[config.mk]
export PLATFORM = sky130hd
export DESIGN_NAME = soc_mem_reader
export DESIGN_NICKNAME = d
export VERILOG_FILES = /design/src/rtl/soc_mem_reader_pkg.sv /design/src/rtl/soc_mem_reader_fifo.sv /design/src/rtl/soc_mem_reader.sv
export SDC_FILE = /design/constraint.sdc
export NUM_CORES = 1
export LEC_CHECK = 0
export CORE_MARGIN = 1.5
export CORE_UTILIZATION = 49
export DETAILED_ROUTE_END_ITERATION = 16
export HOLD_SLACK_MARGIN = 0.05
export PLACE_DENSITY_LB_ADDON = 0.1
export SLEW_MARGIN = 15
export SYNTH_ARGS = -nofsm -noshare
export SYNTH_HDL_FRONTEND = slang
export SYNTH_SLANG_ARGS = --single-unit
[constraint.sdc]
create_clock -name clk -period 2.71 [get_ports clk]
set_clock_uncertainty 0.15 [all_clocks]
set_input_delay 0.542 -clock clk [delete_from_list [all_inputs] [get_ports clk]]
set_output_delay 0.542 -clock clk [all_outputs]
set_load 0.02 [all_outputs]
[src/rtl/soc_mem_reader_pkg.sv]
// Shared state encoding and default widths for the soc_mem_reader block.
package soc_mem_reader_pkg;

  localparam int unsigned DEF_ADDR_W     = 10;
  localparam int unsigned DEF_DATA_W     = 32;
  localparam int unsigned DEF_LEN_W      = 11;
  localparam int unsigned DEF_FIFO_DEPTH = 4;

  typedef enum logic [1:0] {
    IDLE  = 2'd0,
    READ  = 2'd1,
    DRAIN = 2'd2,
    DONE  = 2'd3
  } state_t;

endpackage

[src/rtl/soc_mem_reader_fifo.sv]
// Skid FIFO holding {last, data} entries read back from memory; head is show-ahead.
module soc_mem_reader_fifo #(
  parameter int unsigned WIDTH = 33,
  parameter int unsigned DEPTH = 4
) (
  input  logic                     clk,
  input  logic                     rst_n,
  input  logic                     push,
  input  logic [WIDTH-1:0]         push_entry,
  input  logic                     pop,
  output logic [WIDTH-1:0]         head,
  output logic [$clog2(DEPTH):0]   count
);

  localparam int unsigned PTR_W = $clog2(DEPTH);
  localparam int unsigned CNT_W = PTR_W + 1;

  logic [WIDTH-1:0] mem [DEPTH];
  logic [PTR_W-1:0] wr_ptr;
  logic [PTR_W-1:0] rd_ptr;
  logic             do_push;
  logic             do_pop;

  assign do_pop  = pop && (count != '0);
  assign do_push = push && (count != CNT_W'(DEPTH));
  assign head    = mem[rd_ptr];

  // Storage is cleared on reset so the stream data output reads zero.
  always_ff @(posedge clk or negedge rst_n) begin
    if (!rst_n) begin
      for (int i = 0; i < int'(DEPTH); i++) mem[i] <= '0;
      wr_ptr <= '0;
      rd_ptr <= '0;
      count  <= '0;
    end else begin
      if (do_push) begin
        mem[wr_ptr] <= push_entry;
        wr_ptr      <= wr_ptr + PTR_W'(1);
      end
      if (do_pop) rd_ptr <= rd_ptr + PTR_W'(1);
      count <= count + CNT_W'(do_push) - CNT_W'(do_pop);
    end
  end

endmodule

[src/rtl/soc_mem_reader.sv]
// Avalon-MM read master draining a memory block into a valid/ready stream.
// Optional running checksum of accepted words with SOC_MEM_READER_CKSUM_EN.
module soc_mem_reader
  import soc_mem_reader_pkg::*;
#(
  parameter int unsigned ADDR_W     = DEF_ADDR_W,
  parameter int unsigned DATA_W     = DEF_DATA_W,
  parameter int unsigned LEN_W      = DEF_LEN_W,
  parameter int unsigned FIFO_DEPTH = DEF_FIFO_DEPTH
) (
  input  logic              clk,
  input  logic              reset_n,
  input  logic              start,
  input  logic [ADDR_W-1:0] base_addr,
  input  logic [LEN_W-1:0]  length,
  output logic              busy,
  output logic              done,
  output logic [ADDR_W-1:0] m_address,
  output logic              m_chipselect,
  output logic              m_write,
  output logic [3:0]        m_byteenable,
  output logic              m_clken,
  input  logic [DATA_W-1:0] m_readdata,
  output logic [DATA_W-1:0] st_data,
  output logic              st_valid,
  input  logic              st_ready,
  output logic              st_last
`ifdef SOC_MEM_READER_CKSUM_EN
  ,
  output logic [31:0]       checksum
`endif
);

  localparam int unsigned CNT_W  = $clog2(FIFO_DEPTH) + 1;
  localparam int unsigned PEND_W = CNT_W + 1;

  state_t              state;
  state_t              state_n;
  logic [ADDR_W-1:0]   addr;
  logic [LEN_W-1:0]    remaining;
  logic                cs_last;
  logic                inflight;
  logic                inflight_last;
  logic                issue_c;
  logic                load_c;
  logic [PEND_W-1:0]   pending_c;
  logic [CNT_W-1:0]    fifo_count;
  logic [DATA_W:0]     fifo_head;

  assign m_write      = 1'b0;
  assign m_byteenable = 4'hF;

  // Next state and read-issue decision; pending covers every read not yet in the FIFO.
  always_comb begin
    state_n   = state;
    issue_c   = 1'b0;
    load_c    = 1'b0;
    pending_c = PEND_W'(fifo_count) + PEND_W'(inflight) + PEND_W'(m_chipselect);
    case (state)
      IDLE: begin
        if (start) begin
          load_c  = 1'b1;
          state_n = (length == '0) ? DONE : READ;
        end
      end
      READ: begin
        if ((remaining != '0) && (pending_c < PEND_W'(FIFO_DEPTH))) issue_c = 1'b1;
        if (issue_c && (remaining == LEN_W'(1))) state_n = DRAIN;
      end
      DRAIN: begin
        if (st_valid && st_ready && st_last) state_n = DONE;
      end
      DONE:    state_n = IDLE;
      default: state_n = IDLE;
    endcase
  end

  // Read pipeline: decision -> chipselect cycle -> data cycle -> FIFO push.
  always_ff @(posedge clk or negedge reset_n) begin
    if (!reset_n) begin
      state         <= IDLE;
      busy          <= 1'b0;
      done          <= 1'b0;
      m_clken       <= 1'b0;
      m_chipselect  <= 1'b0;
      m_address     <= '0;
      cs_last       <= 1'b0;
      inflight      <= 1'b0;
      inflight_last <= 1'b0;
      addr          <= '0;
      remaining     <= '0;
    end else begin
      state         <= state_n;
      busy          <= (state_n != IDLE);
      done          <= (state_n == DONE);
      m_clken       <= 1'b1;
      m_chipselect  <= issue_c;
      cs_last       <= issue_c && (remaining == LEN_W'(1));
      inflight      <= m_chipselect;
      inflight_last <= cs_last;
      if (load_c) begin
        addr      <= base_addr;
        remaining <= length;
      end else if (issue_c) begin
        m_address <= addr;
        addr      <= addr + ADDR_W'(1);
        remaining <= remaining - LEN_W'(1);
      end
    end
  end

  soc_mem_reader_fifo #(
    .WIDTH (DATA_W + 1),
    .DEPTH (FIFO_DEPTH)
  ) u_fifo (
    .clk        (clk),
    .rst_n      (reset_n),
    .push       (inflight),
    .push_entry ({inflight_last, m_readdata}),
    .pop        (st_ready),
    .head       (fifo_head),
    .count      (fifo_count)
  );

  assign st_valid = (fifo_count != '0);
  assign st_data  = fifo_head[DATA_W-1:0];
  assign st_last  = fifo_head[DATA_W];

`ifdef SOC_MEM_READER_CKSUM_EN
  // Wrap-around sum of accepted words; holds after done until the next start.
  always_ff @(posedge clk or negedge reset_n) begin
    if (!reset_n) begin
      checksum <= '0;
    end else if (load_c) begin
      checksum <= '0;
    end else if (st_valid && st_ready) begin
      checksum <= checksum + 32'(st_data);
    end
  end
`endif

endmodule

==> results.md, run 1 <==
- The flow ran to the end, and the final reports show no timing, DRC or antenna violations.
- The number of setup violations in the final report is 0.
- For this run, the detailed router's first-pass iteration total came to 4.
- The number of antenna violations at the first check in global routing is 0.
- Of the cells placed in the final design, the portion with a size suffix greater than 1 is 34.80%.
- The number of fill cells is 1285.
- Of the synthesized area, sequential elements account for 54.80%.
- The tightest hold margin is 206.4 ps.
- Buffers placed on the I/O ports in this run total 104.
- The floorplan die height is 132.2 um.
- The clock sink count is 179.
- The HPWL after detailed placement is 11.30 mm.
- At the end of the flow, the number of nets in the layout was 760.
- The type of element launching the critical path is a flop.
- The deepest level of the CTS H-tree is 4.
- The worst setup path is captured at a primary output.
- The CTS clock-pin slew for the worst setup and hold paths is 70 ps.
- The critical path contains buffers and inverters numbering 2 combined.
- The total chip power is 7.510 mW.
- The design area is 10200 um^2.
- The type of the most critical hold path is reg2reg.
- The Yosys step of the flow raised 0 warnings.
- The floorplan step defined a core boundary enclosing 16470 um^2.
- The critical path is of the reg2out type.
- Grouping stages by cell kind, the critical path spends the most delay in buffers and inverters.
- TritonCTS built the clock tree.
- Yosys mapped the design onto 57 distinct sky130hd cell types.
- The clock latency at the later pin of the worst-skew pair is 420 ps.
- The start point of the critical path is u_fifo.rd_ptr[0].
- In the routed design, unresolved DRC markers number 0.
- The final hold violation count is 0.
- The global-route wire length before repair is 29.10 mm.
- The arrival time of data at the critical path endpoint is 1970 ps.
- The source of the worst register-to-register timing path is u_fifo.count[0].
- The count of nets left with antenna violations once routing finished came out at 0.
- 0 antenna diodes ended up in the layout.
- The critical hold path startpoint is cs_last.
- The signal on the critical path passes through buf_6, mux4_2, dlygate4sd2_1.
- Headroom to the max-slew limit came out at 53.15%.
- In this run the count of I/O pins placed on the die edge is 110.
- For the pin with the worst max-slew slack, the measured transition is 693.0 ps.
- For this run, the slowest stage of the critical path takes 530 ps.
- Once the floorplan was initialized, standard cells occupied 49.64% of the core.
- The maximum number of buffers from clock root to sink is 2.
- The floorplan step set the die width to 132.2 um.
- Summing all placed instances gives a cell area of 9613 um^2.
- Along the worst path, the maximum fanout reaches 9.
- The worst-case IR drop observed on VDD is 0.0004663 V.
- Setup repair after global routing could not meet its margin everywhere.
- The maximum clock frequency is 0.3755 GHz.
- The power density relative to cell area is 736.2 nW/um^2.
- Summed over all layers, the routed wires come to 17.30 mm.
- Using the TritonRoute via totals, the vias-per-cell ratio works out to 5.577.
- Counting every instance in the synthesized netlist gives 573.
- The accumulated negative setup slack is 0 ps.
- The post-synthesis instance area is 8174 um^2.
- The routed length per instance is 18.72 um.
- The number of violations reported at the end of detailed-routing iteration 0 is 220.
- The flip-flop and latch count after synthesis is 179.
- The number of max-slew violations in the final report is 0.
- For this run, asynchronously set or reset flops after synthesis account for 100.0%.
- The average footprint of a synthesized cell is 14.27 um^2.
- After floorplanning, the core was divided into 47 placement rows.
- Counting the buffers created by CTS gives 17.
- Global routing used 21.22% of the available tracks across all layers.
- The detailed-route via count is 5153.
- The required time at the endpoint of the critical path is 2020 ps.
- At the end of routability-driven placement, the weighted congestion stood at 0.8050.
- Among all stages on the critical path, the largest delay is contributed by sky130_fd_sc_hd__mux4_2.
- The analysis attributes to cell leakage a power of 4.350 nW.
- The worst path in the final design needs a cycle of 2663 ps, including I/O delays and setup.
- The total global routing overflow is 0.
- Relative to the synthesized area, the layout overhead comes to 24.81%.
- The max-cap violation count is 0.
- The most used flip-flop cell after synthesis is sky130_fd_sc_hd__dfrtp_1.
- The via count of the first global-routing pass is 5600.
- The die covers 17470 um^2.
- The post-route fraction of the period consumed by the critical path is 98.27%.
- The largest net degree at the start of global routing is 58.
- The synthesized design contains 0 enable-type register cells.
- Once the clock tree was built, the setup fixing pass inserted 0 buffers.
- The root buffer cell chosen for the clock tree is sky130_fd_sc_hd__clkbuf_16.
kinds of logic (layout without fill, tap and decap cells):
logic type	count (synthesis)	count (layout)	share of synthesized area, %
AO/OA/AOI/OAI	53	53	4.806
XOR/XNOR	6	6	0.6429
other	2	6	0.09188
adder cells (fa/ha/maj)	12	12	1.929
buffers and inverters	47	174	2.434
AND/OR/NAND/NOR	96	96	6.276
multiplexers	178	178	29.02
flip-flops	179	179	54.80
power by group:
group,switching (mW),internal (mW)
logic,1.05,1.08
registers,0.132,2.83
clock network,1.03,1.39
per-stage QoR:
stage                     setup slack, ps  util, %  std cells
after global placement              215.6    58.38        890
final                               46.79    61.96        924
after global routing               -31.66    61.96        924
after detailed placement            171.5    58.38        890
after floorplan                     204.1        -        577
after CTS                          -154.7    61.91        924
cells in the final DEF, fill, tap and decap left out, drive strengths merged, types with 3 or more instances in the layout:
master and n:
clkdlybuf4s50 70, a21oi 5, nand2b 3, mux2 142
a31oi 6, nor2 22, mux2i 3, and3 3
or3 4, clkinv 5, ha 11, dlygate4sd2 22
mux4 33, dfrtp 179, nor4 6, clkdlybuf4s15 9
a211o 5, inv 14, clkbuf 22, o21ai 6
or4 4, nand2 23, nor3 11, buf 26
nor4b 3, a211oi 7, o211ai 3, nand3 5
conb 6, xnor2 4
final timing paths:
kind,cells after the start,endpoint,slack (ps)
setup / recovery,3,st_data[30],50
hold / removal,0,inflight_last,210
setup reg to reg,6,remaining[9],240
hold reg to reg,0,inflight_last,210
max in group asynchronous,3,u_fifo.mem[15],1230
min in group asynchronous,2,u_fifo.mem[107],510
state kept, by name, indices dropped and copies added, names as in the netlist:
name,cells
inflight,1
inflight_last,1
cs_last,1
m_clken,1
u_fifo.wr_ptr,2
u_fifo.rd_ptr,2
u_fifo.mem,132
remaining,11
addr,10
state,2
busy,1
m_address,10
m_chipselect,1
done,1
u_fifo.count,3
timing repair:
action / in CTS / in global routing
endpoints found under the hold margin: 53 / 0
cloned: 1 / 0
hold buffers: 1 / 0
resized for setup: 32 / 14
endpoints found under the setup margin: 33 / 19
final cells by class:
cell class	instances	area, um^2	area share (%)
clock inverters	11	127.6	1.251
well taps	220	275.3	2.698
inverters	12	45.04	0.4415
multi-input cells	351	3526	34.56
repair buffers	130	1296	12.71
flip-flops and latches	179	4482	43.93
clock buffers	21	450.4	4.415
cells in the mapped netlist (all sizes together), types with 3 or more instances:
| library cell | number | area (um^2) |
|---|---|---|
| nor4 | 6 | 52.55 |
| a211o | 5 | 43.79 |
| nor2 | 22 | 82.58 |
| buf | 21 | 101.4 |
| mux4 | 33 | 743.2 |
| or3 | 4 | 25.02 |
| nand2 | 23 | 86.33 |
| a21oi | 5 | 25.02 |
| xnor2 | 4 | 35.03 |
| clkbuf | 14 | 52.55 |
| nand3 | 5 | 25.02 |
| mux2i | 3 | 30.03 |
| dfrtp | 179 | 4479 |
| nor4b | 3 | 26.28 |
| o211ai | 3 | 22.52 |
| mux2 | 142 | 1599 |
| and3 | 3 | 18.77 |
| nand2b | 3 | 18.77 |
| a211oi | 7 | 52.55 |
| or4 | 4 | 33.78 |
| o21ai | 6 | 30.03 |
| ha | 11 | 137.6 |
| inv | 12 | 45.04 |
| a31oi | 6 | 37.54 |
| nor3 | 11 | 55.05 |
worst reg2reg max path, stage by stage, from the launching register on:
cell and delay (ps):
sky130_fd_sc_hd__dfrtp_1 410, sky130_fd_sc_hd__ha_1 290, sky130_fd_sc_hd__a21oi_1 110, sky130_fd_sc_hd__or3_1 410, sky130_fd_sc_hd__a21o_1 310, sky130_fd_sc_hd__or4_1 540
sky130_fd_sc_hd__a31oi_1 170
routing by layer:
metal  global-route usage [%]  share of wire (%)  vias up
met1                    27.64                 45     2679
met4                    5.679                1.3        0
li1                         -                  -     2356
met3                    4.691                3.4       18
met2                    36.07                 50      100
met5                        0                  0        -
Note: power is estimated with default switching activity, not from simulation.
==> run 2: changes to the inputs <==
--- a/config.mk
+++ b/config.mk
@@ -5,6 +5,8 @@
 export SDC_FILE = /design/constraint.sdc
 export NUM_CORES = 1
 export LEC_CHECK = 0
+export ABC_CLOCK_PERIOD_IN_PS = 2710
+export CAP_MARGIN = 20
 export CORE_MARGIN = 1.5
 export CORE_UTILIZATION = 49
 export DETAILED_ROUTE_END_ITERATION = 16
==> results of run 2 <==
Final layout, timing and power as in run 1 (identical DEF).
==> run 3: changes to the inputs <==
--- a/config.mk
+++ b/config.mk
@@ -7,8 +7,10 @@
 export LEC_CHECK = 0
 export ABC_CLOCK_PERIOD_IN_PS = 2710
 export CAP_MARGIN = 20
+export CELL_PAD_IN_SITES_DETAIL_PLACEMENT = 0
+export CELL_PAD_IN_SITES_GLOBAL_PLACEMENT = 1
 export CORE_MARGIN = 1.5
-export CORE_UTILIZATION = 49
+export CORE_UTILIZATION = 46
 export DETAILED_ROUTE_END_ITERATION = 16
 export HOLD_SLACK_MARGIN = 0.05
 export PLACE_DENSITY_LB_ADDON = 0.1
==> run 3 against run 2 <==
  * Non-clock buffer count rose by 5
  * Sequential share of layout area fell by 0.27 points
  * Count of clock-buffer cells in the layout did not move
  * Setup slack improved by 24 ps
  * Wire length rose by 2.5%
  * First-iteration DRC count fell by 21%
  * Design area rose by 0.61%
==> results.md, run 3 (synthesized netlist as in run 1, its figures left out) <==
- The area overhead of the layout relative to synthesis is 25.58%.
- Hold is met by 196.1 ps.
- CTS placed an instance of sky130_fd_sc_hd__clkbuf_16 at the clock tree root.
- The CTS clock-pin slew for the worst setup and hold paths is 60 ps.
- The floorplan step set the die height to 136.3 um.
- The uppermost layer routed is met4.
- After routing, the total negative slack on setup checks comes to 0 ps.
- In the final layout, the registers with the most flip-flops are u_fifo.mem x132, remaining x11.
- The final hold violation count is 0.
- In the final routing, the length of wire on met1 measures 8.017 mm.
- The most common cell after layout, fill and taps aside is sky130_fd_sc_hd__dfrtp_1.
- For this run, design rule violations remaining after detail routing come to 0.
- The placer congestion estimate is 0.8074.
- The total inserted antenna cells is 0.
- During placement, the flow inserted port buffers numbering 104.
- The power density relative to cell area is 742.2 nW/um^2.
- The global-route wire length before repair is 28.64 mm.
- In the final routed layout, each cell accounts on average for 18.99 um.
- The number of setup violations in the final report is 0.
- The total overflow left after global routing is 0.
- In this run the number of H-tree levels came out at 4.
- The arrival time of data at the critical path endpoint is 1950 ps.
- The type of the most critical hold path is reg2reg.
- The routed design uses 673 um of met3 wire.
- Before antenna repair, the detailed router went through 4 iterations.
- The startpoint-to-endpoint class of the critical path is reg2out.
- At the pin with the least slew margin, the transition time is 642.4 ps.
- Across the VDD grid, the largest voltage drop is 0.0005526 V.
- The region available for standard cell placement spans 17360 um^2.
- The number of setup buffers added after CTS is 0.
- The TritonCTS clock tree is built.
- Wires add up to 17.74 mm.
- The maximum fanout along the worst path is 16.
- Across the run, the number of max-cap violations was 0.
- The global-route usage over all layers is 20.35%.
- Fill cells in the final layout number 1379.
- The detailed placer's ending HPWL is 11.96 mm.
- The CTS buffer count is 17.
- In this run the remaining antenna-violating nets after routing total 0.
- The initial utilization of the core area, before any placement, comes to 47.09%.
- The post-route fraction of the period consumed by the critical path is 97.38%.
- The maximum clock frequency is 0.3789 GHz.
- The flow ran to the end, and the final reports show no timing, DRC or antenna violations.
- Dividing the detail-routed via count by the number of cells gives 5.544.
- In this run the horizontal extent of the chip is 136.3 um.
- The worst setup path is captured at a primary output.
- The required time at the endpoint of the critical path is 2020 ps.
- The clock latency at the later pin of the worst-skew pair is 430 ps.
- The number of antenna violations at the first check in global routing is 0.
- Counting I/O delays and the setup requirement, the final critical path takes 2639 ps.
- The detailed-route via count is 5178.
- The tree built by TritonCTS fans out to 179 sinks.
- The met2 layer wire length in the routed design is 8.800 mm.
- The placement row count is 48.
- The register-to-register setup slack is 200 ps.
- The maximum number of buffers from clock root to sink is 2.
- In the final layout, the share of cells above drive strength 1 is 35.40%.
- In the layout the commonest cells are 177 x sky130_fd_sc_hd__dfrtp_1, 142 x sky130_fd_sc_hd__mux2_2, 70 x sky130_fd_sc_hd__clkdlybuf4s50_1.
- 110 I/O pins were placed.
- In this run the static leakage power is 4.389 nW.
- STA classifies the critical path startpoint as a flop.
- The floorplan step defined a die boundary enclosing 18580 um^2.
- The final net count is 765.
- Entering global routing, the biggest net connects 66 pins.
- The register with the most flip-flops in the layout has 132 of them.
- The relative slew slack is 57.17%.
- The largest register by flop count is u_fifo.mem.
- The number of max-slew violations in the final report is 0.
- The number of violations reported at the end of detailed-routing iteration 0 is 174.
- The via count of the first global-routing pass is 5499.
run 3: cell types whose count changed in the layout (fill, tap and decap cells not counted), sizes merged:
cell / delta
bufinv: +1
buf: +4
dlygate4sd2: +6
dlymetal6s2s: -1
clkdlybuf4s15: -4
clkinv: -1
run 3: power breakdown:
group          internal [mW]  leakage [nW]  switching [mW]
Sequential              2.83          2.14           0.151
Combinational           1.07          1.95            1.03
Clock                   1.53         0.300            1.01
run 3: cell type report:
class | instances | area (um^2) | area share (%)
tap | 225 | 281.5 | 2.743
multi-input combinational | 351 | 3526 | 34.35
inverter | 12 | 45.04 | 0.4388
clock inverter | 11 | 150.1 | 1.463
sequential | 179 | 4482 | 43.66
clock buffer | 21 | 470.5 | 4.583
timing repair buffer | 135 | 1310 | 12.76
run 3: critical path: stages (launching register included):
cell and delay (ps):
sky130_fd_sc_hd__dfrtp_2 450, sky130_fd_sc_hd__buf_12 210, sky130_fd_sc_hd__mux4_2 520, sky130_fd_sc_hd__dlygate4sd2_1 340
run 3: path summary, 6_finish.rpt:
kind,start,endpoint,cells after the start
worst max-delay path,u_fifo.rd_ptr[0],st_data[10],3
worst min-delay path,cs_last,inflight_last,0
worst max register to register,remaining[0],remaining[2],8
worst min register to register,cs_last,inflight_last,0
max in group asynchronous,reset_n,u_fifo.mem[34],3
min in group asynchronous,reset_n,u_fifo.mem[106],2
run 3: through the flow:
step | utilization [%] | worst slack, ps | total power [mW] | instance area (um^2) | instances
after CTS | 58.96 | 0.2860 | 7.682 | 10230 | 933
after detailed placement | 55.57 | 167.8 | 5.316 | 9644 | 900
final | 59.14 | 71.02 | 7.619 | 10260 | 934
after global routing | 59.14 | -7.975 | 7.993 | 10260 | 934
after global placement | 55.57 | 211.7 | 5.282 | 9644 | 900
after floorplan | - | 204.1 | 4.296 | 8189 | 577
run 3: timing repair:
action,4_1_cts,5_1_grt
endpoints found under the setup margin,33,1
endpoints found under the hold margin,60,0
hold buffers,1,0
gates resized for setup,33,5
cloned,0,1
run 3: layer usage:
metal | GRT usage [%] | up-vias
li1 | - | 2364
met1 | 26.64 | 2669
met2 | 33.81 | 124
met3 | 4.586 | 21
met4 | 6.265 | 0
met5 | 0 | -
